==> config.mk <==
export PLATFORM = sky130hd
export DESIGN_NAME = sine_stim_gen_flat
export DESIGN_NICKNAME = d
export VERILOG_FILES = /design/src/rtl/sine_stim_pkg.sv /design/src/rtl/sine_stim_gen_if.sv /design/src/rtl/sine_qlut.sv /design/src/rtl/sine_stim_gen.sv /design/src/flat_wrapper.sv
export SDC_FILE = /design/constraint.sdc
export NUM_CORES = 1
export LEC_CHECK = 0
export ABC_AREA = 1
export CAP_MARGIN = 20
export CELL_PAD_IN_SITES_DETAIL_PLACEMENT = 0
export CELL_PAD_IN_SITES_GLOBAL_PLACEMENT = 1
export CORE_UTILIZATION = 49
export DETAILED_ROUTE_END_ITERATION = 16
export GPL_TIMING_DRIVEN = 1
export HOLD_SLACK_MARGIN = 0.02
export PLACE_DENSITY_LB_ADDON = 0.1
export SETUP_SLACK_MARGIN = 0.05
export SLEW_MARGIN = 20
export SYNTH_ARGS = -nofsm -noshare
export SYNTH_HDL_FRONTEND = slang
export SYNTH_HIERARCHICAL = 1
export SYNTH_SLANG_ARGS = --single-unit
==> constraint.sdc <==
create_clock -name clk -period 10.2 [get_ports clk]
set_input_delay 2.04 -clock clk [delete_from_list [all_inputs] [get_ports clk]]
set_output_delay 2.04 -clock clk [all_outputs]
set_load 0.005 [all_outputs]
==> src/rtl/sine_stim_pkg.sv <==
// Shared definitions for the sine stimulus generator.
// Holds the default widths, the run-control FSM state type and the
// elaboration-time quarter-wave table generator used by sine_qlut.
package sine_stim_pkg;

    localparam int unsigned DEF_PHASE_W = 32;
    localparam int unsigned DEF_LUT_AW  = 8;
    localparam int unsigned DEF_DATA_W  = 16;
    localparam int unsigned DEF_AMP_W   = 16;
    localparam int unsigned DEF_BURST_W = 16;

    typedef enum logic [1:0] {
        StIdle,
        StRun,
        StDrain
    } state_e;

    // Entry i of a 2^aw quarter-wave table, full scale 2^(dw-1)-1.
    // Sampling at (i + 0.5) makes the mirrored quadrants exact copies.
    function automatic int lut_entry(int i, int aw, int dw);
        real pi;
        real x;
        pi = 3.14159265358979323846;
        x  = $sin(($itor(i) + 0.5) * pi / (2.0 * $itor(1 << aw)))
             * $itor((1 << (dw - 1)) - 1);
        return $rtoi(x + 0.5);
    endfunction

endpackage

==> src/rtl/sine_stim_gen_if.sv <==
// Sample stream between the tone source and its consumer.
//   m_valid : sample valid (master -> slave)
//   m_ready : consumer accepts (slave -> master)
//   m_data  : signed sample (master -> slave)
interface sine_stim_gen_if
    import sine_stim_pkg::*;
#(
    parameter int unsigned DATA_W = DEF_DATA_W
);
    logic              m_valid;
    logic              m_ready;
    logic [DATA_W-1:0] m_data;

    modport master (output m_valid, output m_data, input m_ready);
    modport slave  (input m_valid, input m_data, output m_ready);
endinterface

==> src/rtl/sine_qlut.sv <==
// Registered quarter-wave sine ROM with clock enable.
//   clk  : clock
//   en   : load the output register
//   addr : quarter-wave index
//   mag  : unsigned magnitude, DATA_W-1 bits, valid the cycle after en
module sine_qlut
    import sine_stim_pkg::*;
#(
    parameter int unsigned LUT_AW = DEF_LUT_AW,
    parameter int unsigned DATA_W = DEF_DATA_W
) (
    input  logic              clk,
    input  logic              en,
    input  logic [LUT_AW-1:0] addr,
    output logic [DATA_W-2:0] mag
);
    localparam int unsigned DEPTH = 1 << LUT_AW;
    localparam int unsigned MAG_W = DATA_W - 1;

    logic [MAG_W-1:0] rom [DEPTH];

    for (genvar i = 0; i < DEPTH; i++) begin : g_rom
        assign rom[i] = MAG_W'(lut_entry(i, LUT_AW, DATA_W));
    end

    always_ff @(posedge clk) begin
        if (en) begin
            mag <= rom[addr];
        end
    end
endmodule

==> src/rtl/sine_stim_gen.sv <==
// DDS tone source: phase accumulator + quarter-wave LUT + amplitude scaling,
// streamed over valid/ready. Runs continuously or for cfg_burst whole periods.
//   clk, rst_n    : clock, synchronous active-low reset
//   cfg_freq_word : phase step per sample (re-latched at each period wrap)
//   cfg_amp       : Q0.AMP_W amplitude (re-latched at each period wrap)
//   cfg_phase0    : start phase
//   cfg_burst     : periods per run, 0 = continuous
//   start, stop   : single-cycle run / graceful stop requests
//   busy, done    : run in progress, end-of-run pulse
//   stream        : sample stream master
module sine_stim_gen
    import sine_stim_pkg::*;
#(
    parameter int unsigned PHASE_W = DEF_PHASE_W,
    parameter int unsigned LUT_AW  = DEF_LUT_AW,
    parameter int unsigned DATA_W  = DEF_DATA_W,
    parameter int unsigned AMP_W   = DEF_AMP_W,
    parameter int unsigned BURST_W = DEF_BURST_W
) (
    input  logic               clk,
    input  logic               rst_n,
    input  logic [PHASE_W-1:0] cfg_freq_word,
    input  logic [AMP_W-1:0]   cfg_amp,
    input  logic [PHASE_W-1:0] cfg_phase0,
    input  logic [BURST_W-1:0] cfg_burst,
    input  logic               start,
    input  logic               stop,
    output logic               busy,
    output logic               done,
    sine_stim_gen_if.master    stream
);
    localparam int unsigned MAG_W  = DATA_W - 1;
    localparam int unsigned PROD_W = MAG_W + AMP_W;

    state_e             state_q, state_d;
    logic [PHASE_W-1:0] phase_q, phase_sum, fw_q;
    logic               carry;
    logic [AMP_W-1:0]   amp_q;
    logic [BURST_W-1:0] burst_q, count_q, count_inc;
    logic               stop_pending_q;
    logic               stall, advance, issue, load, drain_done, pipe_empty, last_period;

    logic               v1_q, v2_q, v3_q;
    logic [LUT_AW+1:0]  p1_q;
    logic [LUT_AW-1:0]  idx_d, idx2_q;
    logic               neg2_q, neg3_q;
    logic [AMP_W-1:0]   a1_q, a2_q, a3_q;
    logic [MAG_W-1:0]   mag3, scaled;
    logic [PROD_W-1:0]  prod;
    logic [DATA_W-1:0]  mag_ext, sample;
    logic               m_valid_q, done_q;
    logic [DATA_W-1:0]  m_data_q;

    // Everything, accumulator included, freezes while the output is refused.
    assign stall   = m_valid_q && !stream.m_ready;
    assign advance = !stall;

    assign {carry, phase_sum} = {1'b0, phase_q} + {1'b0, fw_q};
    assign count_inc   = count_q + BURST_W'(1);
    assign last_period = (burst_q != '0) && (count_inc == burst_q);
    assign pipe_empty  = !v1_q && !v2_q && !v3_q;

    always_comb begin
        state_d    = state_q;
        issue      = 1'b0;
        load       = 1'b0;
        drain_done = 1'b0;
        case (state_q)
            StIdle: begin
                if (start) begin
                    load    = 1'b1;
                    state_d = StRun;
                end
            end
            StRun: begin
                if (advance) begin
                    issue = 1'b1;
                    // A stop arriving on the wrap cycle counts as already pending.
                    if (carry && (last_period || stop_pending_q || stop)) begin
                        state_d = StDrain;
                    end else if (fw_q == '0 && stop_pending_q) begin
                        state_d = StDrain;
                    end
                end
            end
            StDrain: begin
                if (pipe_empty && (!m_valid_q || stream.m_ready)) begin
                    drain_done = 1'b1;
                    state_d    = StIdle;
                end
            end
            default: state_d = StIdle;
        endcase
    end

    always_ff @(posedge clk) begin
        if (!rst_n) begin
            state_q        <= StIdle;
            done_q         <= 1'b0;
            phase_q        <= '0;
            fw_q           <= '0;
            amp_q          <= '0;
            burst_q        <= '0;
            count_q        <= '0;
            stop_pending_q <= 1'b0;
            v1_q           <= 1'b0;
            v2_q           <= 1'b0;
            v3_q           <= 1'b0;
            m_valid_q      <= 1'b0;
            m_data_q       <= '0;
        end else begin
            state_q <= state_d;
            done_q  <= drain_done;
            if (load) begin
                fw_q    <= cfg_freq_word;
                amp_q   <= cfg_amp;
                burst_q <= cfg_burst;
                phase_q <= cfg_phase0;
                count_q <= '0;
            end else if (issue) begin
                phase_q <= phase_sum;
                if (carry) begin
                    count_q <= count_inc;
                    fw_q    <= cfg_freq_word;
                    amp_q   <= cfg_amp;
                end
            end
            if (load) begin
                stop_pending_q <= 1'b0;
            end else if (state_q == StRun && stop) begin
                stop_pending_q <= 1'b1;
            end
            if (advance) begin
                v1_q      <= issue;
                v2_q      <= v1_q;
                v3_q      <= v2_q;
                m_valid_q <= v3_q;
                if (v3_q) begin
                    m_data_q <= sample;
                end
            end
        end
    end

    // Datapath registers; qualified by the valid bits above.
    always_ff @(posedge clk) begin
        if (advance) begin
            p1_q   <= phase_q[PHASE_W-1 -: LUT_AW+2];
            a1_q   <= amp_q;
            idx2_q <= idx_d;
            neg2_q <= p1_q[LUT_AW+1];
            a2_q   <= a1_q;
            neg3_q <= neg2_q;
            a3_q   <= a2_q;
        end
    end

    // Odd quadrants walk the table backwards.
    assign idx_d = p1_q[LUT_AW] ? ~p1_q[LUT_AW-1:0] : p1_q[LUT_AW-1:0];

    sine_qlut #(
        .LUT_AW(LUT_AW),
        .DATA_W(DATA_W)
    ) u_qlut (
        .clk (clk),
        .en  (advance),
        .addr(idx2_q),
        .mag (mag3)
    );

    assign prod    = {{AMP_W{1'b0}}, mag3} * {{MAG_W{1'b0}}, a3_q};
    assign scaled  = MAG_W'(prod >> AMP_W);
    assign mag_ext = {1'b0, scaled};
    assign sample  = neg3_q ? -mag_ext : mag_ext;

    assign busy           = (state_q != StIdle);
    assign done           = done_q;
    assign stream.m_valid = m_valid_q;
    assign stream.m_data  = m_data_q;
endmodule

==> src/flat_wrapper.sv <==
// flat-port wrapper written by rule: the top's interface ports become plain ports
module sine_stim_gen_flat import sine_stim_pkg::*;
#(
    parameter int unsigned PHASE_W = DEF_PHASE_W,
    parameter int unsigned LUT_AW  = DEF_LUT_AW,
    parameter int unsigned DATA_W  = DEF_DATA_W,
    parameter int unsigned AMP_W   = DEF_AMP_W,
    parameter int unsigned BURST_W = DEF_BURST_W
)
  (clk, rst_n, cfg_freq_word, cfg_amp, cfg_phase0, cfg_burst, start, stop, busy, done, stream_m_valid, stream_m_data, stream_m_ready);
  sine_stim_gen_if #(.DATA_W(DATA_W)) stream_i ();
  input  logic clk;
  input  logic rst_n;
  input  logic [PHASE_W-1:0] cfg_freq_word;
  input  logic [AMP_W-1:0] cfg_amp;
  input  logic [PHASE_W-1:0] cfg_phase0;
  input  logic [BURST_W-1:0] cfg_burst;
  input  logic start;
  input  logic stop;
  output logic busy;
  output logic done;
  output wire logic [$bits(stream_i.m_valid)-1:0] stream_m_valid;
  output wire logic [$bits(stream_i.m_data)-1:0] stream_m_data;
  input wire logic [$bits(stream_i.m_ready)-1:0] stream_m_ready;
  assign stream_m_valid = stream_i.m_valid;
  assign stream_m_data = stream_i.m_data;
  assign stream_i.m_ready = stream_m_ready;
  sine_stim_gen #(.PHASE_W(PHASE_W), .LUT_AW(LUT_AW), .DATA_W(DATA_W), .AMP_W(AMP_W), .BURST_W(BURST_W)) u_core (.clk(clk), .rst_n(rst_n), .cfg_freq_word(cfg_freq_word), .cfg_amp(cfg_amp), .cfg_phase0(cfg_phase0), .cfg_burst(cfg_burst), .start(start), .stop(stop), .busy(busy), .done(done), .stream(stream_i));
endmodule
==> metrics.yaml, run 1 <==
run_status:
  status: "finished, final reports clean"
worst_setup_path:
  ff2ff_setup_slack_ps: 3450
  cp.arrival_ps: 7200
  r2r_start: "u_core/u_qlut/mag[6]"
  start_kind: "flop"
  endpoint: "u_core/stream.m_data[10]"
  slowest_stage: "edfxtp_1"
  crit_type: "reg -> reg"
  cp.required_ps: 10650
  crit_buf_inv: 6
  cp-startpoint: "u_core/u_qlut/mag[6]"
  cp.depth: 28
  crit_path_end_kind: "flop"
  critical_path.top_delay_family: "adder cells"
  r2r_end: "u_core/stream.m_data[10]"
  r2r_cells: 28
  worstPathMaxFanout: 16
  slowest_delay_ps: 790
clock_network:
  cts-resized-gates: 0
  cts_buffers: 25
  cts_tree: "yes"
  cts.sinks: 219
  cts_setup_buffers: 0
  htree_levels: 1
  cts.clk_slew.worst_paths_ps: 60
  hold_buffers: 0
  clockBufferDepth: 3
  cts-root-buf: "clkbuf_16"
  clock_latency_ps: 560
global_routing:
  use_met2: 0.505
  grt_pass1_wl_mm: 119
  use_met3: 0.0457
  gr-max-usage-layer: "met2"
  grt_max_degree: 87
  track_usage: 0.318
  antenna_found_initial: 0
  overflow: 0
  grt_pass1_vias: 21700
  use_met1: 0.437
timing:
  worstMarginPinSlew_ps: 1130
  rsz0062_at_grt: "false"
  timing.final.crit_share: 0.662
  max_freq_mhz: 148
  report.final.slew_viol_count: 0
  setup_violations: 0
  skew_ps: 34.4
  final.setup.tns_ps: 0
  post-route-min-period_ps: 6750
  hold_viol_final: 0
  fin_ws_ps: 3450
  slew_headroom: 0.249
power:
  power.density_nw_per_um2: 295
  irDropWorstVdd_v: 0.000234
  total_power_uw: 7460
  leakage_uw: 0.0129
yosys:
  synthAdderAreaFrac: 0.234
  syn-instance-count: 3304
  synth_compound_area_frac: 0.115
  synth_simple_gate_area_frac: 0.286
  postSynthNetCount: 3727
  synth_cell_types: 58
  synth_area_um2: 23000
  synth_mux_area_frac: 0
  synth_top_family_by_area: "simple AND/OR/NAND/NOR gates"
  yosysSeqAreaShare: 0.226
  synth_xor_xnor_area_share: 0.0189
  syn_area_per_cell_um2: 6.97
  yosysWarningCount: 6
  ys_ff_latch: 219
floorplanning:
  rows: 79
  ios: 120
  fp.dieH_um: 219
  start_util: 0.496
  die_x_um: 219
  die_area_um2: 47900
  coreArea_um2: 46500
hold_path:
  hp-class: "reg -> reg"
placement:
  gp_congestion: 0.998
  preCtsSetupSlack_ps: 3580
  dp_hpwl_mm: 56.8
  port_buffers: 119
detailed_routing:
  vias: 21900
  ant_nets: 0
  drc: 0
  wl_mm: 74.8
  first_iter_violations: 2063
  first_pass_iters: 6
  wl_per_cell_um: 18.9
  viasPerCell: 5.56
layout:
  final_util: 0.544
  regArea_um2: 5220
  area_growth_pct: 9.75
  antenna_cells: 0
  multi_input_area_um2: 15100
  drive_gt1_frac: 0.0464
  fill_cells: 4560
  fin_nets: 3745
flow_run:
  drv_cap: 0
-- metrics by stage --
step           hold slack, ps  std cells  instance area [µm²]
6_report                  399       3948                25300
5_1_grt                   400       3948                25300
4_1_cts                   395       3948                25300
3_5_place_dp              405       3902                24400
3_3_place_gp              402       3902                24400
2_1_floorplan             400       3304                23000
-- area by class of cell --
type,count,share of cell area
clock buffers,33,0.0263
clock inverters,13,0.00698
inverters,550,0.0818
multi-input cells,2389,0.596
flip-flops and latches,219,0.206
well taps,607,0.0301
repair buffers,137,0.0525
-- routing by layer --
metal | wire (µm) | vias to the layer above | part of all wire
met5 | 0 | - | 0
met4 | 2980 | 0 | 0.040
met3 | 5730 | 171 | 0.077
met2 | 33400 | 896 | 0.45
met1 | 32700 | 10400 | 0.44
li1 | - | 10500 | -
-- placed cells by master (no fill, tap or decap), types with 4 or more instances in the layout --
master and n:
a31oi_1 14, o21a_1 6, o21ai_1 10, fa_1 180
a21oi_2 24, o21bai_1 17, nor3_1 18, clkdlybuf4s50_1 119
nand2_4 5, clkinv_2 5, o221ai_1 5, nor2_2 14
a21o_1 9, nor2_1 198, nand3b_1 5, xnor2_1 14
a21oi_1 198, buf_4 18, dfxtp_1 136, o21ai_0 147
clkbuf_16 25, nand3_1 292, nand2_1 932, ha_1 142
inv_2 4, edfxtp_1 83, inv_1 541, nand2_2 35
o211ai_1 22, nand4_1 28, clkbuf_1 7, xor2_1 28
nor4_1 11
-- flip-flops by register name, indices dropped and copies added (netlist names), 2 cells and up --
| name | cells |
|---|---|
| u_core/stream.m_data | 16 |
| u_core/burst_q | 16 |
| u_core/u_qlut/mag | 15 |
| u_core/a2_q | 16 |
| u_core/amp_q | 16 |
| u_core/a1_q | 16 |
| u_core/count_q | 16 |
| u_core/state_q | 2 |
| u_core/fw_q | 32 |
| u_core/phase_q | 32 |
| u_core/p1_q | 10 |
| u_core/a3_q | 16 |
| u_core/idx2_q | 8 |
-- synthesized netlist by cell type (all sizes together) --
cell type | instances | area share
nand2 | 972 | 0.16
inv | 546 | 0.089
nand3 | 296 | 0.066
a21oi | 222 | 0.052
nor2 | 213 | 0.036
fa | 180 | 0.16
o21ai | 159 | 0.035
ha | 142 | 0.077
dfxtp | 136 | 0.12
clkbuf | 92 | 0.015
edfxtp | 83 | 0.11
buf | 54 | 0.015
nand4 | 29 | 0.0082
xor2 | 28 | 0.011
o211ai | 22 | 0.0072
nor3 | 19 | 0.0046
o21bai | 17 | 0.0055
a31oi | 14 | 0.0038
xnor2 | 14 | 0.0053
nor4 | 11 | 0.0030
a21o | 9 | 0.0029
o21a | 6 | 0.0020
nand3b | 5 | 0.0016
o221ai | 5 | 0.0019
a211oi | 4 | 0.0020
and2 | 4 | 0.0011
clkinv | 4 | 0.00065
and3 | 3 | 0.00082
or4 | 3 | 0.00098
xnor3 | 3 | 0.0029
a21boi | 2 | 0.00065
o22ai | 2 | 0.00054
or2 | 2 | 0.00054
a31o | 1 | 0.00038
o211a | 1 | 0.00043
o31ai | 1 | 0.00033
-- worst min path at each step --
stage / startpoint / to / cells past startpoint / slack (ps)
after CTS: u_core/a1_q[6] / u_core/a2_q[6] / 0 / 400
after global routing: u_core/a1_q[6] / u_core/a2_q[6] / 0 / 400
after global placement: u_core/a1_q[3] / u_core/a2_q[3] / 0 / 400
final: u_core/a1_q[6] / u_core/a2_q[6] / 0 / 400
after floorplan: u_core/a1_q[0] / u_core/a2_q[0] / 0 / 400
after detailed placement: u_core/a1_q[4] / u_core/a2_q[4] / 0 / 400
-- logic make-up after synthesis --
family / after synthesis
xor+xnor: 45
flops: 219
simple gates: 1557
fa+ha+maj: 322
compound gates: 465
buf+inv: 696
-- power breakdown --
group,leakage [µW],total [µW],internal (µW),switching (µW)
sequential,0.00209,1450,1110,338
clock,0.000409,924,544,380
combinational,0.0104,5080,1650,3430
total,0.0129,7460,3310,4150
Note: power is estimated with default switching activity, not from simulation.
==> run 2, diff against run 1 <==
--- a/config.mk
+++ b/config.mk
@@ -9,7 +9,7 @@
 export CAP_MARGIN = 20
 export CELL_PAD_IN_SITES_DETAIL_PLACEMENT = 0
 export CELL_PAD_IN_SITES_GLOBAL_PLACEMENT = 1
-export CORE_UTILIZATION = 49
+export CORE_UTILIZATION = 41
 export DETAILED_ROUTE_END_ITERATION = 16
 export GPL_TIMING_DRIVEN = 1
 export HOLD_SLACK_MARGIN = 0.02
==> constraint.sdc (replaced) <==
create_clock -name clk -period 5.9 [get_ports clk]
set_input_delay 1.18 -clock clk [delete_from_list [all_inputs] [get_ports clk]]
set_output_delay 1.18 -clock clk [all_outputs]
set_load 0.005 [all_outputs]
==> run 2 against run 1 <==
Compared with the run above:
- the flow now finishes with violations (negative setup slack)
- sequential power increased by 53%
- flip-flop and latch count unchanged
- setup slack got worse by 3600 ps
- design area increased by 8.3%
- first-iteration DRC count increased by 0.87%
==> metrics.yaml, run 2 (same netlist as run 1, synthesis figures left out) <==
detailed_routing:
  drc: 0
  viasPerCell: 5.27
  wl_mm: 80.6
  first_iter_violations: 2081
  wl_per_cell_um: 18.9
  ant_nets: 0
  first_pass_iters: 7
  vias: 22400
worst_setup_path:
  slowest_delay_ps: 540
  slowest_stage: "fa_1"
  path_common_cell: "inv_2"
  r2r_end: "u_core/stream.m_data[10]"
  r2r_start: "u_core/a3_q[8]"
  cp.arrival_ps: 6570
  start_kind: "flop"
  r2r_cells: 35
  endpoint: "u_core/stream.m_data[10]"
  cp-startpoint: "u_core/a3_q[8]"
  cp.required_ps: 6390
  worstPathMaxFanout: 7
  crit_type: "reg -> reg"
  ff2ff_setup_slack_ps: -170
  crit_path_end_kind: "flop"
timing:
  timing.final.crit_share: 1.03
  final.setup.tns_ps: -1140
  rsz0062_at_grt: "true"
  max_freq_mhz: 165
  fin_hold_ws_ps: 399
  report.final.slew_viol_count: 0
  fin_ws_ps: -174
  skew_ps: 43.6
  worstMarginPinSlew_ps: 990
  hold_viol_final: 0
  slew_headroom: 0.339
  setup_violations: 12
  post-route-min-period_ps: 6070
layout:
  antenna_cells: 0
  drive_gt1_frac: 0.121
  multi_input_area_um2: 15600
  layout_common_cells: "903 x nand2_1, 530 x inv_1, 281 x nand3_1, 191 x a21oi_1, 187 x nor2_1"
  regArea_um2: 5220
  fin_nets: 3908
  final_common_cell: "nand2_1"
  fill_cells: 5639
  largestRegisters: "u_core/fw_q (32), u_core/phase_q (32)"
  design_area_um2: 27400
  area_growth_pct: 18.9
global_routing:
  use_met3: 0.0358
  gr-max-usage-layer: "met2"
  use_met1: 0.401
  track_usage: 0.285
  grt_max_degree: 87
  antenna_found_initial: 1
  overflow: 0
  use_met2: 0.460
  grt_pass1_wl_mm: 126
  grt_pass1_vias: 22200
clock_network:
  cts_tree: "yes"
  cts-root-buf: "clkbuf_16"
  htree_levels: 1
  cts.sinks: 219
  cts_buffers: 26
  cts.clk_slew.worst_paths_ps: 70
  clockBufferDepth: 3
  clock_latency_ps: 580
power:
  leakage_uw: 0.0139
  irDropWorstVdd_v: 0.000462
  power.density_nw_per_um2: 591
run_status:
  violations: "negative setup slack"
  status: "finished, violations left"
flow_run:
  drv_cap: 0
hold_path:
  hp-class: "reg -> reg"
  min_from: "u_core/a1_q[8]"
placement:
  gp_congestion: 0.999
  dp_hpwl_mm: 61.8
  detailed_place.area_um2: 25700
  port_buffers: 119
floorplanning:
  start_util: 0.416
  coreArea_um2: 55300
  fp.dieH_um: 239
  die_area_um2: 57100
  ios: 120
  die_x_um: 239
  rows: 86
run 2: cell types whose count changed in the layout (fill, tap and decap cells not counted), sizes merged:
cell / delta
clkinv: +3
clkinvlp: +3
inv: +1
buf: +162
bufinv: +2
clkbuf: -7
run 2: worst min path at each step:
stage | to | slack [ps] | cells past startpoint
detailed placement | u_core/a2_q[14] | 400 | 0
global route | u_core/a2_q[8] | 410 | 0
global placement | u_core/a2_q[0] | 400 | 0
finish | u_core/a2_q[8] | 400 | 0
CTS | u_core/a2_q[8] | 390 | 0
floorplan | u_core/a2_q[0] | 400 | 0
run 2: routing by layer:
metal	up-vias	routed length, µm
li1	10800	-
met1	10700	37200
met2	772	36200
met3	136	5050
met4	2	2180
met5	-	10
run 2: cell type report:
cell class | instances | share of cell area
inverter | 550 | 0.0756
clock inverter | 22 | 0.0111
timing repair buffer | 299 | 0.0947
tap | 748 | 0.0342
multi-input combinational | 2389 | 0.570
clock buffer | 26 | 0.0238
sequential | 219 | 0.191
run 2: timing repair:
action                     4_1_cts  5_1_grt
resized for setup               71       57
hold buffers                     0        0
setup buffers                   14        7
cloned                           1        0
setup endpoints to repair       15       16
pin swaps                       27       35
run 2: metrics by stage:
step / setup WS (ps) / std cells / total power [µW] / utilization
finish: -174 / 4253 / 16200 / 0.495
global placement: -316 / 4183 / 12800 / 0.465
CTS: -223 / 4246 / 15600 / 0.490
detailed placement: -319 / 4183 / 12700 / 0.465
floorplan: 51.9 / 3304 / 8660 / -
global route: -490 / 4253 / 17600 / 0.495
run 2: report_power, final:
| part | internal [µW] | switching [µW] | total (µW) | leakage, µW |
|---|---|---|---|---|
| Sequential | 1920 | 301 | 2220 | 0.00209 |
| Clock | 1050 | 725 | 1770 | 0.000452 |
| Combinational | 4820 | 7360 | 12200 | 0.0113 |
| Total | 7800 | 8390 | 16200 | 0.0139 |
run 2: critical path: cells and delay by family (launching register included):
family                   cells  cell delay, ps
AO/OA/AOI/OAI                1              80
AND/OR/NAND/NOR             12             930
adder cells (fa/ha/maj)      8            3580
buffers and inverters       13             840
XOR/XNOR                     1             160
flip-flops                   1             390
==> run 3, diff against run 2 <==
--- a/config.mk
+++ b/config.mk
@@ -9,6 +9,7 @@
 export CAP_MARGIN = 20
 export CELL_PAD_IN_SITES_DETAIL_PLACEMENT = 0
 export CELL_PAD_IN_SITES_GLOBAL_PLACEMENT = 1
+export CORE_MARGIN = 1.5
 export CORE_UTILIZATION = 41
 export DETAILED_ROUTE_END_ITERATION = 16
 export GPL_TIMING_DRIVEN = 1
==> run 3 against run 2 <==
Compared with the run above:
- flip-flop and latch count unchanged
- die area up 0.84%
- clock skew shrank 8.0 ps
- the flow still finishes with violations (negative setup slack)
- cell count is 0.49% higher
- register-to-register slack better by 40 ps
- via count barely moved
- routed wire length up 0.28%
- critical path depth shrank 7
- largest power group unchanged
- utilization is 0.51 points higher
==> metrics.yaml, run 3 (same netlist as run 1, synthesis figures left out) <==
detailed_routing:
  met2_length_mm: 36.0
  vias: 22400
  first_pass_iters: 6
  met3_length_mm: 5.59
  drc: 0
  viasPerCell: 5.24
  met1Wirelength_mm: 36.9
  first_iter_violations: 1790
  wl_mm: 80.8
  wl_per_cell_um: 18.9
  maxUsedRoutingLayer: "met4"
  ant_nets: 0
layout:
  multi_input_area_um2: 15700
  fin_nets: 3928
  antenna_cells: 0
  regArea_um2: 5220
  fill_cells: 5685
  largestRegisters: "u_core/fw_q (32), u_core/phase_q (32)"
  drive_gt1_frac: 0.138
  layout_common_cells: "882 x nand2_1, 513 x inv_1, 279 x nand3_1, 188 x a21oi_1, 181 x nor2_1"
  final_common_cell: "nand2_1"
  area_growth_pct: 20.1
timing:
  max_freq_mhz: 166
  report.final.slew_viol_count: 0
  rsz0062_at_grt: "true"
  hold_viol_final: 0
  worstMarginPinSlew_ps: 933
  post-route-min-period_ps: 6030
  setup_violations: 7
  skew_ps: 35.7
  fin_ws_ps: -130
  slew_headroom: 0.372
  timing.final.crit_share: 1.02
  fin_hold_ws_ps: 413
placement:
  dp_hpwl_mm: 61.9
  gp_congestion: 1.01
  port_buffers: 119
floorplanning:
  coreArea_um2: 55300
  rows: 86
  ios: 120
  die_area_um2: 57600
  fp.dieH_um: 240
  start_util: 0.416
  die_x_um: 240
clock_network:
  cts.clk_slew.worst_paths_ps: 80
  cts_tree: "yes"
  clock_latency_ps: 570
  cts_buffers: 27
  cts.sinks: 219
  cts-root-buf: "clkbuf_16"
  htree_levels: 1
  clockBufferDepth: 3
worst_setup_path:
  slowest_delay_ps: 570
  slowest_stage: "fa_1"
  crit_path_end_kind: "flop"
  ff2ff_setup_slack_ps: -130
  crit_type: "reg -> reg"
  r2r_start: "u_core/a3_q[6]"
  cp.arrival_ps: 6490
  worstPathMaxFanout: 4
  start_kind: "flop"
  r2r_end: "u_core/stream.m_data[14]"
  path_common_cell: "fa_1"
  r2r_cells: 28
  cp.required_ps: 6360
global_routing:
  grt_pass1_vias: 22300
  track_usage: 0.284
  grt_max_degree: 87
  antenna_found_initial: 2
  grt_pass1_wl_mm: 127
  overflow: 0
flow_run:
  drv_cap: 0
power:
  power.density_nw_per_um2: 601
  total_power_uw: 16600
  irDropWorstVdd_v: 0.000552
  leakage_uw: 0.0140
hold_path:
  worst_hold_path.num_cells: 0
  hold_end: "u_core/a2_q[3]"
  hp-class: "reg -> reg"
  min_from: "u_core/a1_q[3]"
run_status:
  violations: "negative setup slack"
  status: "finished, violations left"
==> run 3: cell count changes in the layout (fill, tap and decap cells not counted), sizes merged <==
cell      before  now
buf          180  199
bufinv         5    2
clkinvlp       4    0
clkbuf        26   38
clkinv        13   10
==> run 3: how the worst max path moves through the flow <==
stage | to | slack (ps) | startpoint
2_1_floorplan | u_core/stream.m_data[10] | 50 | u_core/u_qlut/mag[7]
3_3_place_gp | u_core/stream.m_data[15] | -240 | u_core/u_qlut/mag[0]
3_5_place_dp | u_core/stream.m_data[15] | -230 | u_core/u_qlut/mag[0]
4_1_cts | u_core/stream.m_data[10] | -170 | u_core/u_qlut/mag[3]
5_1_grt | u_core/stream.m_data[10] | -400 | u_core/u_qlut/mag[3]
6_report | u_core/stream.m_data[14] | -130 | u_core/a3_q[6]
==> run 3: cell type report <==
cell class / count / share of cell area
clock buffers: 38 / 0.0281
clock inverters: 12 / 0.00471
inverters: 550 / 0.0749
multi-input cells: 2389 / 0.568
flip-flops and latches: 219 / 0.189
well taps: 748 / 0.0339
repair buffers: 318 / 0.102
==> run 3: per-stage QoR <==
stage | area, µm² | TNS (ps) | setup WS, ps | std cells | utilization
after CTS | 27100 | -856 | -167 | 4258 | 0.490
after floorplan | 23100 | 0 | 51.9 | 3304 | -
after global placement | 25800 | -1590 | -241 | 4190 | 0.466
after detailed placement | 25800 | -1600 | -228 | 4190 | 0.466
final | 27600 | -422 | -130 | 4274 | 0.500
after global routing | 27600 | -3670 | -403 | 4274 | 0.500
==> run 3: power by group <==
| part | switching, µW | internal, µW |
|---|---|---|
| sequential | 293 | 1920 |
| combinational | 7620 | 5050 |
| clock | 699 | 1010 |
| total | 8620 | 7990 |
==> run 3: timing repair <==
item	in CTS	in global routing
pin swaps	47	60
setup endpoints to repair	14	15
hold endpoints to repair	0	0
buffers inserted	18	16
resized for setup	66	124
hold buffers	0	0
==> run 3: routing by layer <==
metal  up-vias  GRT usage
met4         0     0.0840
met3       146     0.0378
met2       778      0.448
li1      10900          -
met1     10600      0.405
met5         -          0
==> run 3: critical path: cells and delay by family (launching register included) <==
family / cells / cell delay, ps
adder cells (fa/ha/maj): 7 / 3220
AND/OR/NAND/NOR: 14 / 1340
buffers and inverters: 6 / 700
flip-flops: 1 / 420
AO/OA/AOI/OAI: 1 / 250
